==> config.mk <==
export PLATFORM = sky130hd
export DESIGN_NAME = timer_tick_sequencer
export DESIGN_NICKNAME = d
export VERILOG_FILES = /design/src/rtl/timer_tick_sequencer_pkg.sv /design/src/rtl/timer_tick_sequencer_bcd_mod60_counter.sv /design/src/rtl/timer_tick_sequencer.sv
export SDC_FILE = /design/constraint.sdc
export NUM_CORES = 1
export LEC_CHECK = 0
export BUFFER_PORTS_ARGS = -buffer_cell sky130_fd_sc_hd__buf_2
export CORE_ASPECT_RATIO = 0.75
export CORE_MARGIN = 2
export CORE_UTILIZATION = 45
export CTS_CLUSTER_DIAMETER = 30
export DETAILED_ROUTE_END_ITERATION = 8
export MAX_ROUTING_LAYER = met4
export PLACE_DENSITY_LB_ADDON = 0.2
export RECOVER_POWER = 25
export SLEW_MARGIN = 20
export SYNTH_ARGS = -nofsm -noshare
export SYNTH_HDL_FRONTEND = slang
export SYNTH_SLANG_ARGS = --single-unit
==> constraint.sdc <==
create_clock -name clk -period 2.5 [get_ports clk]
set_input_delay 0.375 -clock clk [delete_from_list [all_inputs] [get_ports clk]]
set_output_delay 0.375 -clock clk [all_outputs]
set_load 0.01 [all_outputs]
==> src/rtl/timer_tick_sequencer_pkg.sv <==
// Shared types for the mm:ss timer datapath: FSM states, BCD digit types and
// the top value of a seconds (or minutes) field.
// Optional build macro used by the top: TIMER_BLINK_EN.
package timer_pkg;

  typedef enum logic [2:0] {
    IDLE,
    SET,
    RUN,
    HOLD,
    EXPIRED
  } state_t;

  typedef logic [3:0] bcd_digit_t;
  typedef logic [2:0] bcd_tens_t;

  localparam int BCD_TOP_59 = 59;

  function automatic logic bcd_is_zero(input bcd_tens_t tens, input bcd_digit_t ones);
    return (tens == 3'd0) && (ones == 4'd0);
  endfunction

endpackage

==> src/rtl/timer_tick_sequencer_bcd_mod60_counter.sv <==
// Two-digit BCD counter that wraps between 00 and a configurable top value.
// Increment wraps top -> 00, decrement wraps 00 -> top and raises o_borrow in
// the same cycle so a higher field can decrement on the same clock edge.
module bcd_mod60_counter
  import timer_pkg::*;
#(
  parameter int TOP = BCD_TOP_59
) (
  input  logic       i_clk,
  input  logic       i_rst_n,
  input  logic       i_clear,
  input  logic       i_inc,
  input  logic       i_dec,
  output bcd_digit_t o_ones,
  output bcd_tens_t  o_tens,
  output logic       o_borrow
);

  localparam bcd_tens_t  TOP_TENS = bcd_tens_t'(TOP / 10);
  localparam bcd_digit_t TOP_ONES = bcd_digit_t'(TOP % 10);

  bcd_digit_t r_ones;
  bcd_tens_t  r_tens;
  logic       w_at_zero;
  logic       w_at_top;

  assign w_at_zero = bcd_is_zero(r_tens, r_ones);
  assign w_at_top  = (r_tens == TOP_TENS) && (r_ones == TOP_ONES);
  assign o_borrow  = i_dec & ~i_inc & ~i_clear & w_at_zero;
  assign o_ones    = r_ones;
  assign o_tens    = r_tens;

  // Clear wins, then increment, then decrement; each step stays in BCD range.
  always_ff @(posedge i_clk) begin
    if (!i_rst_n || i_clear) begin
      r_ones <= 4'd0;
      r_tens <= 3'd0;
    end else if (i_inc) begin
      if (w_at_top) begin
        r_ones <= 4'd0;
        r_tens <= 3'd0;
      end else if (r_ones == 4'd9) begin
        r_ones <= 4'd0;
        r_tens <= r_tens + 3'd1;
      end else begin
        r_ones <= r_ones + 4'd1;
      end
    end else if (i_dec) begin
      if (w_at_zero) begin
        r_ones <= TOP_ONES;
        r_tens <= TOP_TENS;
      end else if (r_ones == 4'd0) begin
        r_ones <= 4'd9;
        r_tens <= r_tens - 3'd1;
      end else begin
        r_ones <= r_ones - 4'd1;
      end
    end
  end

endmodule

==> src/rtl/timer_tick_sequencer.sv <==
// mm:ss countdown timer datapath. Divides the system clock into count ticks,
// applies edge-detected set increments, counts down in BCD and flags expiry.
// Build macro TIMER_BLINK_EN: when defined, blink toggles on every prescaler
// wrap while expired; when undefined blink is constant 0.
module timer_tick_sequencer
  import timer_pkg::*;
#(
  parameter int CLK_HZ  = 50_000_000,
  parameter int TICK_HZ = 1,
  parameter int MAX_MIN = 59
) (
  input  logic       clk,
  input  logic       rst_n,
  input  logic       enable_counter,
  input  logic       forward,
  input  logic       reset_timer,
  input  logic       seg_demand,
  input  logic       min_demand,
  output logic [3:0] sec_ones,
  output logic [2:0] sec_tens,
  output logic [3:0] min_ones,
  output logic [2:0] min_tens,
  output logic       tick,
  output logic       expired,
  output logic       blink
);

  localparam int DIV = CLK_HZ / TICK_HZ;
  localparam int PW  = $clog2(DIV);
  localparam logic [PW-1:0] PRESC_LAST = PW'(DIV - 1);

  state_t        r_state;
  logic [PW-1:0] r_presc;
  logic          r_seg_prev;
  logic          r_min_prev;
  logic          r_tick;
  logic          r_expired;
  logic          r_blink;

  logic       w_set_mode;
  logic       w_run_mode;
  logic       w_seg_pulse;
  logic       w_min_pulse;
  logic       w_wrap;
  logic       w_sec_inc;
  logic       w_min_inc;
  logic       w_sec_borrow;
  logic       w_min_borrow;
  logic       w_value_zero;
  logic       w_value_last;
  bcd_digit_t w_sec_ones;
  bcd_tens_t  w_sec_tens;
  bcd_digit_t w_min_ones;
  bcd_tens_t  w_min_tens;

  assign w_set_mode  = enable_counter & forward;
  assign w_run_mode  = enable_counter & ~forward;
  assign w_seg_pulse = seg_demand & ~r_seg_prev;
  assign w_min_pulse = min_demand & ~r_min_prev;
  assign w_wrap      = (r_state == RUN) & w_run_mode & (r_presc == PRESC_LAST) & ~reset_timer;
  assign w_sec_inc   = (r_state == SET) & w_seg_pulse;
  assign w_min_inc   = (r_state == SET) & w_min_pulse;

  assign w_value_zero = bcd_is_zero(w_min_tens, w_min_ones) && bcd_is_zero(w_sec_tens, w_sec_ones);
  assign w_value_last = bcd_is_zero(w_min_tens, w_min_ones) && (w_sec_tens == 3'd0) && (w_sec_ones == 4'd1);

  bcd_mod60_counter #(
    .TOP(BCD_TOP_59)
  ) u_seconds (
    .i_clk   (clk),
    .i_rst_n (rst_n),
    .i_clear (reset_timer),
    .i_inc   (w_sec_inc),
    .i_dec   (w_wrap),
    .o_ones  (w_sec_ones),
    .o_tens  (w_sec_tens),
    .o_borrow(w_sec_borrow)
  );

  bcd_mod60_counter #(
    .TOP(MAX_MIN)
  ) u_minutes (
    .i_clk   (clk),
    .i_rst_n (rst_n),
    .i_clear (reset_timer),
    .i_inc   (w_min_inc),
    .i_dec   (w_sec_borrow),
    .o_ones  (w_min_ones),
    .o_tens  (w_min_tens),
    .o_borrow(w_min_borrow)
  );

  assign sec_ones = w_sec_ones;
  assign sec_tens = w_sec_tens;
  assign min_ones = w_min_ones;
  assign min_tens = w_min_tens;
  assign tick     = r_tick;
  assign expired  = r_expired;
  assign blink    = r_blink;

  // Control FSM with prescaler, demand edge registers and registered flags.
  always_ff @(posedge clk) begin
    if (!rst_n) begin
      r_state    <= IDLE;
      r_presc    <= '0;
      r_seg_prev <= 1'b0;
      r_min_prev <= 1'b0;
      r_tick     <= 1'b0;
      r_expired  <= 1'b0;
      r_blink    <= 1'b0;
    end else begin
      r_seg_prev <= seg_demand;
      r_min_prev <= min_demand;
      if (reset_timer) begin
        r_state   <= IDLE;
        r_presc   <= '0;
        r_tick    <= 1'b0;
        r_expired <= 1'b0;
        r_blink   <= 1'b0;
      end else begin
        case (r_state)
          IDLE, SET, HOLD: begin
            r_tick    <= 1'b0;
            r_expired <= 1'b0;
            r_blink   <= 1'b0;
            if (w_set_mode) begin
              r_state <= SET;
              r_presc <= '0;
            end else if (w_run_mode) begin
              if (w_value_zero) begin
                r_state   <= EXPIRED;
                r_expired <= 1'b1;
                r_presc   <= '0;
              end else begin
                r_state <= RUN;
              end
            end
          end
          RUN: begin
            r_expired <= 1'b0;
            r_blink   <= 1'b0;
            if (!enable_counter) begin
              r_state <= HOLD;
              r_tick  <= 1'b0;
            end else if (forward) begin
              r_state <= SET;
              r_presc <= '0;
              r_tick  <= 1'b0;
            end else if (r_presc == PRESC_LAST) begin
              r_presc <= '0;
              r_tick  <= 1'b1;
              if (w_value_last || w_min_borrow) begin
                r_state   <= EXPIRED;
                r_expired <= 1'b1;
              end
            end else begin
              r_presc <= r_presc + 1'b1;
              r_tick  <= 1'b0;
            end
          end
          EXPIRED: begin
            r_tick    <= 1'b0;
            r_expired <= 1'b1;
`ifdef TIMER_BLINK_EN
            if (r_presc == PRESC_LAST) begin
              r_presc <= '0;
              r_blink <= ~r_blink;
            end else begin
              r_presc <= r_presc + 1'b1;
            end
`else
            r_blink <= 1'b0;
`endif
          end
          default: begin
            r_state   <= IDLE;
            r_presc   <= '0;
            r_tick    <= 1'b0;
            r_expired <= 1'b0;
            r_blink   <= 1'b0;
          end
        endcase
      end
    end
  end

endmodule

==> flow_metrics.py <==
metrics = {
    "synth": {
        "syn_nets": 368,
        "synth_edf_count": 0,
        "yosysSeqAreaShare": 0.331,
        "synth.distinct_cells": 60,
        "ys.flop_type": "dfxtp_1",
        "synth_area_sq_um": 2850,
        "synth_top_area_cell": "dfxtp_1",
        "synth_area_leaders": "dfxtp_1, xnor2_1, nor2_1, ha_1, o21ai_0",
        "yosysTopAreaCellShare": 0.331,
        "postSynthCellCount": 352,
        "syn_avg_cell_area_sq_um": 8.08,
        "async_flop_share": 0,
        "ys_ff_latch": 47,
        "yosysWarnings": 0,
    },
    "place": {
        "gp_congestion": 0.851,
        "dp_hpwl_um": 4810,
        "io_buffers": 22,
        "placedCellCount": 451,
    },
    "power_and_ir_drop": {
        "switching_share": 0.261,
        "power_density_nw_per_um2": 427,
        "power.internal_mw": 0.989,
        "p_total_mw": 1.34,
        "p_leak_nw": 1.07,
        "p_switching_mw": 0.350,
        "p_seq_frac": 0.569,
        "pwr-share-clk": 0.346,
        "ir_drop_uv": 167,
        "p_comb_frac": 0.085,
    },
    "timing": {
        "relSlewSlack": 0.580,
        "fin_crit_ps": 2210,
        "hold_viol": 0,
        "rsz0062_at_grt": "no",
        "period_share": 0.885,
        "clock.fmax_ghz": 0.452,
        "worst_slew_pin_slew_ps": 628,
        "setup_viol": 0,
        "fin_tns_setup_ps": 0,
        "slew_viol_final": 0,
        "fin_worst_skew_ps": 7.80,
    },
    "routing": {
        "drc_errors": 0,
        "drt-initial-drc-count": 233,
        "drt-vias-per-instance": 5.71,
        "postRouteAntennaNets": 0,
        "wirelength_um": 6600,
        "wl_per_cell_um": 14.4,
        "firstDrtPassIters": 4,
        "vias": 2620,
    },
    "finish": {
        "nets": 393,
        "n_antenna_cell": 0,
        "fin_util": 0.506,
        "drive_gt1_frac": 0.111,
        "register_area_sq_um": 941,
        "fillers": 602,
        "fin_cells": 459,
        "area_delta_synth_final_pct": 10.1,
        "multi_input_area_sq_um": 1750,
    },
    "floorplanning": {
        "initial_utilization": 0.459,
        "die_h_um": 72.9,
        "rows": 25,
        "core_sq_um": 6190,
        "die_area_sq_um": 6980,
        "ioPinCount": 24,
        "dieWidth_um": 95.8,
    },
    "cts": {
        "cts_hold_buffers": 0,
        "cts_resized": 0,
        "clk_latency_ps": 310,
        "cts_tree": "built",
        "clockBufferDepth": 2,
        "clock-root-buffer": "clkbuf_8",
        "ctsHtreeMaxLevel": 2,
        "path_clk_slew_ps": 90,
        "post_cts_buffers": 0,
        "cts-buffers-inserted": 5,
        "clock_sinks": 47,
    },
    "global_route": {
        "gr-usage-met2": 0.260,
        "track_usage": 0.205,
        "use_met3": 0.0465,
        "grt_pass1_vias": 2160,
        "grtUsageMet1": 0.320,
        "grt_overflow": 0,
        "antenna_found_initial": 0,
        "grt_pass1_wl_um": 10900,
        "grt_busiest_layer": "met1",
        "grt_max_degree": 16,
    },
    "outcome": {
        "outcome": "completed",
    },
    "worst_setup_path": {
        "cp.required_ps": 2710,
        "critPathMaxFanout": 7,
        "worstSetupPathType": "reg -> reg",
        "cp.arrival_ps": 2430,
        "end_kind": "register",
        "worstSetupStartpointType": "register",
    },
    "min_path": {
        "hp-class": "in -> reg",
    },
    "run": {
        "cap_violations": 0,
    },
}
final cells by class:
cell class,count,area share
Inverter,15,0.0180
Timing Repair Buffer,37,0.0647
Sequential cell,47,0.300
Multi-Input combinational cell,271,0.558
Clock inverter,3,0.00479
Tap cell,81,0.0323
Clock buffer,5,0.0220
layout by cell type (no fill, tap or decap), types with 3 or more instances in the layout:
| cell type | synthesis | layout |
|---|---|---|
| a211oi_1 | 6 | 6 |
| a21oi_1 | 15 | 15 |
| a31oi_1 | 7 | 7 |
| and2_1 | 5 | 4 |
| and4_1 | 7 | 7 |
| buf_2 | 8 | 9 |
| buf_4 | 3 | 14 |
| clkbuf_1 | 6 | 14 |
| clkbuf_8 | 0 | 5 |
| clkinv_2 | 0 | 3 |
| dfxtp_1 | 47 | 47 |
| ha_1 | 9 | 9 |
| inv_1 | 15 | 15 |
| mux2i_1 | 5 | 5 |
| nand2_1 | 21 | 21 |
| nand2b_1 | 5 | 5 |
| nand3_1 | 10 | 10 |
| nand4_1 | 11 | 11 |
| nor2_1 | 50 | 50 |
| nor2b_1 | 4 | 4 |
| nor3_1 | 15 | 15 |
| nor3b_1 | 4 | 4 |
| nor4_1 | 4 | 4 |
| nor4_2 | 4 | 4 |
| nor4b_1 | 3 | 3 |
| o211ai_1 | 4 | 4 |
| o21ai_0 | 16 | 16 |
| o22ai_1 | 3 | 3 |
| xnor2_1 | 27 | 27 |
power groups by stage:
stage,Sequential [mW],Clock [mW],Combinational [mW]
4_1_cts,0.762,0.475,0.113
3_3_place_gp,0.779,0,0.112
6_report,0.762,0.463,0.113
2_1_floorplan,0.777,0,0.0786
5_1_grt,0.764,0.506,0.125
3_5_place_dp,0.780,0,0.112
layer usage:
metal,up-vias,share of wire
met3,5,0.085
li1,1309,-
met5,-,0
met2,114,0.39
met1,1192,0.52
met4,0,0.0080
logic make-up (layout without fill, tap and decap cells):
group | Yosys count | in the layout | synth area share
simple gates | 159 | 159 | 0.310
compound gates | 69 | 69 | 0.159
flops | 47 | 47 | 0.331
buf+inv | 34 | 60 | 0.0550
xor+xnor | 27 | 27 | 0.0831
fa+ha+maj | 9 | 9 | 0.0396
mux | 6 | 6 | 0.0215
other cells | 1 | 1 | 0.00132
sequential cells by signal, indices dropped and copies added (netlist names):
register and count:
r_presc 26, r_min_prev 1, u_seconds.o_ones 4, expired 1, u_minutes.o_ones 4, r_state 3
tick 1, r_seg_prev 1, u_seconds.o_tens 3, u_minutes.o_tens 3
Yosys cell counts, drive strengths merged (6+ instances only):
cell	instances
a211oi	6
a21oi	16
a31oi	7
and4	7
buf	13
clkbuf	6
dfxtp	47
ha	9
inv	15
nand2	21
nand3	10
nand4	12
nor2	50
nor3	15
nor4	9
o21ai	16
xnor2	27
path summary, 6_finish.rpt:
check	start	end	slack, ps	depth (start not counted)
worst min register to register	r_presc[5]$_SDFFE_PP0P_	r_presc[5]$_SDFFE_PP0P_	530	2
worst max-delay path	r_state[1]$_SDFFE_PP0P_	u_seconds.o_tens[2]$_SDFFE_PP0P_	290	6
worst min-delay path	min_demand	r_min_prev$_SDFF_PN0_	280	2
worst max register to register	r_state[1]$_SDFFE_PP0P_	u_seconds.o_tens[2]$_SDFFE_PP0P_	290	6
critical path: stages (launching register included):
cell,delay (ps)
dfxtp_1,440
nor4bb_1,350
nor3b_2,430
nand4_1,160
o22ai_2,260
o221ai_1,180
a221oi_1,300
per-stage QoR:
step,instance area (sq um),hold slack (ps),setup slack [ps]
floorplan,2850,477,385
global placement,3070,502,300
finish,3130,276,289
detailed placement,3070,514,245
global route,3130,268,53.9
CTS,3150,269,325
(Power assumes the default switching activity.)
